`src/rtl/dmem_arbiter.sv`:
```
// rtl/dmem_arbiter.sv - two-port (cpu/dbg) arbiter for a single-port sync-read data memory
// Optional perf counters: define DMEM_ARB_PERF_EN.
module dmem_arbiter #(
  parameter int DATA_WIDTH   = 32,
  parameter int ADDR_WIDTH   = 10,
  parameter int MEM_SIZE     = 1024,
  parameter int STARVE_LIMIT = 4
) (
  input  logic                  clk,
  input  logic                  Reset,
  input  logic                  cpu_req,
  input  logic                  cpu_we,
  input  logic [ADDR_WIDTH-1:0] cpu_addr,
  input  logic [DATA_WIDTH-1:0] cpu_wdata,
  output logic                  cpu_gnt,
  output logic                  cpu_rvalid,
  output logic [DATA_WIDTH-1:0] cpu_rdata,
  output logic                  cpu_err,
  input  logic                  dbg_req,
  input  logic                  dbg_we,
  input  logic [ADDR_WIDTH-1:0] dbg_addr,
  input  logic [DATA_WIDTH-1:0] dbg_wdata,
  output logic                  dbg_gnt,
  output logic                  dbg_rvalid,
  output logic [DATA_WIDTH-1:0] dbg_rdata,
  output logic                  dbg_err,
  output logic                  Mem_W_En,
  output logic                  Mem_R_En,
  output logic [ADDR_WIDTH-1:0] mem_address,
  output logic [DATA_WIDTH-1:0] mem_writeData,
  input  logic [DATA_WIDTH-1:0] mem_readData
`ifdef DMEM_ARB_PERF_EN
  ,
  output logic [31:0]           perf_cpu_cnt,
  output logic [31:0]           perf_dbg_cnt,
  output logic [31:0]           perf_conflict_cnt
`endif
);

  localparam logic [7:0] LIMIT = 8'(STARVE_LIMIT);

  logic [7:0]            wait_cnt;
  logic                  cpu_win;
  logic                  dbg_win;
  logic                  any_win;
  logic                  win_we;
  logic [ADDR_WIDTH-1:0] win_addr;
  logic [DATA_WIDTH-1:0] win_wdata;
  logic                  oor;
  logic                  cpu_rsp_q;
  logic                  cpu_err_q;
  logic                  dbg_rsp_q;
  logic                  dbg_err_q;

  // cpu has priority unless dbg has been starved for STARVE_LIMIT cycles
  always_comb begin
    dbg_win   = !Reset && dbg_req && (!cpu_req || wait_cnt == LIMIT);
    cpu_win   = !Reset && cpu_req && !dbg_win;
    any_win   = cpu_win || dbg_win;
    win_we    = 1'b0;
    win_addr  = '0;
    win_wdata = '0;
    if (dbg_win) begin
      win_we    = dbg_we;
      win_addr  = dbg_addr;
      win_wdata = dbg_wdata;
    end else if (cpu_win) begin
      win_we    = cpu_we;
      win_addr  = cpu_addr;
      win_wdata = cpu_wdata;
    end
    oor = any_win && (32'(win_addr) >= 32'(MEM_SIZE));
  end

  assign cpu_gnt       = cpu_win;
  assign dbg_gnt       = dbg_win;
  assign mem_address   = win_addr;
  assign mem_writeData = win_wdata;
  assign Mem_W_En      = any_win && win_we && !oor;
  assign Mem_R_En      = any_win && !win_we && !oor;

  // Response bookkeeping: owner of the read and its range flag, one cycle behind the grant
  always_ff @(posedge clk or posedge Reset) begin
    if (Reset) begin
      wait_cnt  <= '0;
      cpu_rsp_q <= 1'b0;
      cpu_err_q <= 1'b0;
      dbg_rsp_q <= 1'b0;
      dbg_err_q <= 1'b0;
    end else begin
      if (!dbg_req || dbg_win)
        wait_cnt <= '0;
      else if (wait_cnt != LIMIT)
        wait_cnt <= wait_cnt + 8'd1;
      cpu_rsp_q <= cpu_win && !win_we;
      cpu_err_q <= cpu_win && oor;
      dbg_rsp_q <= dbg_win && !win_we;
      dbg_err_q <= dbg_win && oor;
    end
  end

  assign cpu_rvalid = cpu_rsp_q;
  assign cpu_err    = cpu_err_q;
  assign cpu_rdata  = (cpu_rsp_q && !cpu_err_q) ? mem_readData : '0;
  assign dbg_rvalid = dbg_rsp_q;
  assign dbg_err    = dbg_err_q;
  assign dbg_rdata  = (dbg_rsp_q && !dbg_err_q) ? mem_readData : '0;

`ifdef DMEM_ARB_PERF_EN
  always_ff @(posedge clk or posedge Reset) begin
    if (Reset) begin
      perf_cpu_cnt      <= '0;
      perf_dbg_cnt      <= '0;
      perf_conflict_cnt <= '0;
    end else begin
      if (cpu_win)
        perf_cpu_cnt <= perf_cpu_cnt + 32'd1;
      if (dbg_win)
        perf_dbg_cnt <= perf_dbg_cnt + 32'd1;
      if (cpu_req && dbg_req)
        perf_conflict_cnt <= perf_conflict_cnt + 32'd1;
    end
  end
`endif

endmodule

```
`config.mk`:
```
export PLATFORM = sky130hd
export DESIGN_NAME = dmem_arbiter
export DESIGN_NICKNAME = d
export VERILOG_FILES = /design/src/rtl/dmem_arbiter.sv
export SDC_FILE = /design/constraint.sdc
export NUM_CORES = 1
export LEC_CHECK = 0
export CAP_MARGIN = 20
export CORE_AREA = 2 2 92 94
export DETAILED_ROUTE_END_ITERATION = 8
export DIE_AREA = 0 0 94 96
export PLACE_DENSITY = 0.7
export SYNTH_ARGS = -nofsm -noshare
export SYNTH_HDL_FRONTEND = slang
export SYNTH_SLANG_ARGS = --single-unit
```
`constraint.sdc`:
```
create_clock -name clk -period 4.5 [get_ports clk]
set_input_delay 0.9 -clock clk [delete_from_list [all_inputs] [get_ports clk]]
set_output_delay 0.9 -clock clk [all_outputs]
set_load 0.02 [all_outputs]
```
==> results.txt <==
Post-synthesis xor/xnor area fraction: 0.00563
HP Start: wait_cnt[7]$_DFFE_PP0P_
Switch Pwr: 0.174 mW
Placement Cell Area: 0.00392 mm²
Routed WL: 8670 µm
Clock share of power: 0.219
Worst EP required: 3.60 ns
Cell Pwr Density: 134 mW/mm²
Crit path launch: dbg_req
Total core area: 0.00805 mm²
Combinational share of power: 0.595
Most frequent cells in the layout: 233 x clkdlybuf4s50_1, 65 x and2_1, 43 x a32o_1
Commonest register cell after synthesis: dfrtp_1
Internal power: 0.358 mW
Multiplexer share of the synthesized area: 0
Share of cells above drive strength 1: 0.0317
Crit-path cells: clkdlybuf4s50_1 -> or4b_4 -> o21ai_4 -> inv_4 -> a32o_1 -> clkdlybuf4s50_1
Count of cell types in the netlist: 33
Worst path arrival time: 3.11 ns
HPWL after DPL: 6950 µm
Synth warnings: 0
Crit end category: output port
Num rows: 33
Post-layout instance area: 0.00398 mm²
Pin count of the biggest net entering global routing: 46
Die Span X: 94 µm
Final period utilization: 0.890
Ys async rst share: 1.00
RSZ-0062 raised after global routing: false
Peak supply drop: 0.0947 mV
Initial antenna violation count: 3
Count of pins over their slew limit: 0
GRT Total Usage: 0.171
I/O pin total: 236
CTS tree: yes
Fin. Hold Viols: 0
FF-to-FF Start: wait_cnt[0]$_DFFE_PP0P_
Final clock skew: 0.00464 ns
DRT Pass-1 Iters: 4
Most common cell after layout, fill and taps aside: clkdlybuf4s50_1
Seq/Total Area, Yosys: 0.161
Final core utilization: 0.495
Sw Share: 0.327
Synth Area in Adders: 0.0161
Iter 0 DRT Violations: 62
Minimum clock period: 4.01 ns
H-tree depth: 1
Clk pin slew, worst setup/hold paths: 0.05 ns
Critical Path Max Stage Delay: 0.57 ns
CTS resizes: 0
First-pass GRT wire length: 12300 µm
# port buffers: 233
Rel. slew slack: 0.437
Synth Area in Simple Gates: 0.366
Startpoint Class: input port
Max-cap viol count: 0
Net count, final: 535
#FFs+latches synth: 10
Grt ovf: 0
Gpl congestion: 0.788
Worst-path maximum fanout: 44
Area of the mapped netlist: 0.00156 mm²
Vias per cell: 4.74
DRT antenna net count: 0
Max Fclk: 250 MHz
Root buffer cell: clkbuf_8
TNS Setup: 0 ns
Tightest Hold Check Type: flop to flop
Most frequent CP cell: clkdlybuf4s50_1
Vert. Die Dim: 96 µm
Power consumption: 0.532 mW
Die area: 0.00902 mm²
Largest family of logic cells by synthesized area: simple AND/OR/NAND/NOR gates
Worst skew pair latency: 0.24 ns
DRC errors left: 0
Leakage power: 1.44 nW
Clk buf depth: 2
Synth Instances: 192
Area Growth Syn to Fin: 156%
Fillers: 809
Num CTS Buffers: 3
Crit path kind: input port to output port
Reg power frac: 0.186
EDFF count, synth: 0
Setup Buffers After CTS: 0
Mean Syn Cell Area: 8.10 µm²
Synth Area in Compound Gates: 0.352
Number of global-route vias before repair: 2304
Drt wl/cell: 16.7 µm
Outcome: finished, final reports clean
Slew @ Worst Pin: 0.845 ns
Initial Utilization: 0.193
Total clock sinks: 10
Vias: 2457
# hold bufs at CTS: 0
Critical-path top delay cell: clkdlybuf4s50_1
Final setup fails: 0
-- synth_stat cells (2+ instances only) --
cell type,count,area [µm²]
a21oi_1,7,35.0
and2_1,65,407
clkbuf_1,10,37.5
buf_2,4,20.0
or3_1,4,25.0
buf_4,2,15.0
nor2_1,4,15.0
inv_1,3,11.3
o21ai_0,4,20.0
nor2b_1,2,12.5
nand2_1,4,15.0
nand3_1,3,15.0
nor3_1,4,20.0
a32o_1,43,430
dfrtp_1,10,250
buf_6,5,56.3
ha_1,2,25.0
-- worst max-delay path, delay by kind of cell --
family | cells | cell delay [ns]
buffers and inverters | 3 | 1.25
AOI/OAI and AO/OA | 2 | 0.45
and+or+nand+nor | 1 | 0.48
-- registers in the layout, indices dropped and copies added, names as in the netlist --
register,cells
wait_cnt,8
cpu_rvalid,1
dbg_rvalid,1
-- area by class of cell --
class,count,area [µm²],share of cell area
Antenna cell,3,7.51,0.00189
Clock buffer,4,55.1,0.0138
Inverter,4,17.5,0.00440
Tap cell,105,131,0.0330
Multi-Input combinational cell,157,1160,0.292
Sequential cell,10,250,0.0628
Timing Repair Buffer,235,2360,0.593
-- per-stage QoR --
step           hold WS, ns  std cells  worst slack, ns
4_1_cts              0.579        515            0.497
2_1_floorplan        0.535        193             1.58
3_5_place_dp         0.572        511            0.501
6_report             0.579        518            0.493
3_3_place_gp         0.564        511            0.507
5_1_grt              0.600        515            0.413
-- cell families (layout without fill, tap and decap cells) --
logic type / count (synthesis) / count (layout)
AO/OA/AOI/OAI: 60 / 60
XOR/XNOR: 1 / 1
adder cells (fa/ha/maj): 2 / 2
buffers and inverters: 26 / 243
flip-flops: 10 / 10
other: 1 / 5
AND/OR/NAND/NOR: 92 / 92
-- path summary, 6_finish.rpt --
check                                          end  slack, ns  cells past startpoint
setup / recovery                 mem_writeData[15]       0.49                      6
max in group asynchronous     dbg_rvalid$_DFF_PP0_       3.12                      2
hold reg to reg            wait_cnt[7]$_DFFE_PP0P_       0.58                      2
min in group asynchronous  wait_cnt[5]$_DFFE_PP0P_       1.09                      2
hold / removal             wait_cnt[7]$_DFFE_PP0P_       0.58                      2
setup reg to reg              dbg_rvalid$_DFF_PP0_       2.60                      5
-- power by group through the flow --
stage          Combinational, mW  Sequential [mW]  Clock, mW
2_1_floorplan              0.124           0.0970          0
3_3_place_gp               0.312            0.101          0
3_5_place_dp               0.316            0.101          0
4_1_cts                    0.318           0.0994      0.118
5_1_grt                    0.335            0.100      0.123
6_report                   0.316           0.0991      0.117
-- metal layers --
| layer | global-route usage | vias to the layer above | share of wire |
|---|---|---|---|
| li1 | - | 1162 | - |
| met1 | 0.193 | 1146 | 0.38 |
| met2 | 0.303 | 133 | 0.49 |
| met3 | 0.0713 | 14 | 0.11 |
| met4 | 0.0362 | 2 | 0.014 |
| met5 | 0 | - | 0.0013 |
Note: power is estimated with default switching activity, not from simulation.
==> patch (same settings) <==
`DATA_WIDTH`: 32 -> 40.
--- a/src/rtl/dmem_arbiter.sv
+++ b/src/rtl/dmem_arbiter.sv
@@ -1,7 +1,7 @@
 // rtl/dmem_arbiter.sv - two-port (cpu/dbg) arbiter for a single-port sync-read data memory
 // Optional perf counters: define DMEM_ARB_PERF_EN.
 module dmem_arbiter #(
-  parameter int DATA_WIDTH   = 32,
+  parameter int DATA_WIDTH   = 40,
   parameter int ADDR_WIDTH   = 10,
   parameter int MEM_SIZE     = 1024,
   parameter int STARVE_LIMIT = 4
Interface: changed (6 resized); port bits go from 236 to 284. The function was not compared with the original's and may differ.
==> patch against the original RTL <==
Setup slack got worse by 170 ps; synthesized area is 13% higher; final cell count grew 13%; sequential cell count did not move; power grew 10%; clock power fell by 4%; combinational power grew 19%; design area rose by 17%; wire length is 17% higher; highest routed layer is now met4.
==> patch: results <==
metrics = {
    "clocking": {
        "cts_made_buffers": 3,
        "cts_root_buffer": "clkbuf_8",
        "cts_setup_buffers": 0,
    },
    "grt": {
        "grt_pass1_wl_um": 14200,
        "grt_overflow": 0,
        "antenna_found_initial": 0,
        "grtUsageTotal": 0.198,
        "grt_pass1_vias": 2628,
        "grt_max_degree": 53,
    },
    "detailed_routing": {
        "wire_per_inst_um": 17.3,
        "viasPerCell": 4.76,
        "drt_iter0_markers": 56,
    },
    "power_and_ir_drop": {
        "ir_worst_vdd_mv": 0.0958,
        "power_leakage_nw": 1.68,
    },
    "yosys": {
        "netlist_top_cells_count": "and2_1 (81), a32o_1 (51), clkbuf_1 (13), dfrtp_1 (10), a21oi_1 (7)",
        "syn_area_per_cell_um2": 7.98,
        "ys_seq_area_frac": 0.142,
        "synth_area_leaders": "a32o_1 (29%), and2_1 (29%), dfrtp_1 (14%), buf_6 (3.8%), clkbuf_1 (2.8%)",
    },
    "setup_path": {
        "slowest_delay_ps": 920,
        "crit_path_end": "mem_address[6]",
        "critPathArrivalTime_ps": 3280,
        "crit_path_max_fanout": 41,
        "worst_path_dominant_cell_family": "compound AO/OA/AOI/OAI gates",
        "slowest_stage": "o21ai_4",
        "r2r_slack_ps": 2640,
        "cp-startpoint": "wait_cnt[0]",
    },
    "timing": {
        "relSlewSlack": 0.281,
        "tns_ps": 0,
        "clock-skew-final_ps": 1.20,
        "min_period_ps": 4180,
    },
    "place": {
        "pre_cts_slack_ps": 409,
        "placedCellCount": 583,
        "place.gp.congestion": 0.777,
        "portBuffers": 281,
        "dp_hpwl_um": 8260,
    },
    "layout": {
        "drive_above_1_share": 0.0270,
        "finalNonFillerCells": 587,
        "largest_reg_flops": 8,
        "finish.net_count": 631,
        "insertedDiodeCount": 0,
    },
    "job": {
        "max-cap-violations": 0,
    },
    "run_status": {
        "run_status": "completed",
    },
}
-- patch: changes by cell type after synthesis --
cell | before | now
a32o_1 | 43 | 51
buf_6 | 5 | 6
and2_1 | 65 | 81
buf_2 | 4 | 5
clkbuf_1 | 10 | 13
-- patch: tightest hold or removal path, cell delays in order, from the launching register on --
cell     delay [ps]
dfrtp_1         390
o21ai_0          80
a21oi_1          60
-- patch: cell families (layout without fill, tap and decap cells) --
logic type                 count (synthesis)  count (layout)  share of synthesized area
and+or+nand+nor                          108             108                      0.380
AOI/OAI and AO/OA                         68              68                      0.356
other                                      1               2                    0.00213
adders and majority gates                  2               2                     0.0142
xor gates and xnor gates                   1               1                    0.00497
DFF                                       10              10                      0.142
buffers and inverters                     31             291                      0.101
-- patch: final cells by class --
cell class | count | area, um^2
fillers | 762 | 3400
multi-input cells | 181 | 1350
flip-flops and latches | 10 | 250
clock buffers | 4 | 55.1
repair buffers | 283 | 2840
inverters | 4 | 17.5
well taps | 105 | 131
-- patch: through the flow --
stage               cell area [um^2]  hold slack (ps)  power, W
floorplan                       1770              535  0.000243
global placement                4590              564  0.000474
detailed placement              4590              571  0.000476
CTS                             4650              581  0.000592
global route                    4650              607  0.000618
finish                          4650              579  0.000587
-- patch: per-layer routing --
layer	vias to the layer above	part of all wire	GRT usage
met5	-	0	0
met4	0	0.0089	0.0314
met3	8	0.089	0.0423
met2	154	0.51	0.366
met1	1270	0.39	0.239
li1	1362	-	-
-- patch: how the worst min path moves through the flow --
stage | startpoint | endpoint | slack (ps) | depth (start not counted)
finish | wait_cnt[7] | wait_cnt[7] | 580 | 2
global route | wait_cnt[1] | wait_cnt[1] | 610 | 2
CTS | wait_cnt[7] | wait_cnt[7] | 580 | 2
detailed placement | wait_cnt[7] | wait_cnt[7] | 570 | 2
global placement | wait_cnt[7] | wait_cnt[7] | 560 | 2
floorplan | wait_cnt[7] | wait_cnt[7] | 540 | 2
-- patch: where the power goes --
part	total (W)	internal, W	switching [W]
sequential	0.000100	0.0000925	0.00000781
clock	0.000112	0.0000769	0.0000352
combinational	0.000375	0.000224	0.000151
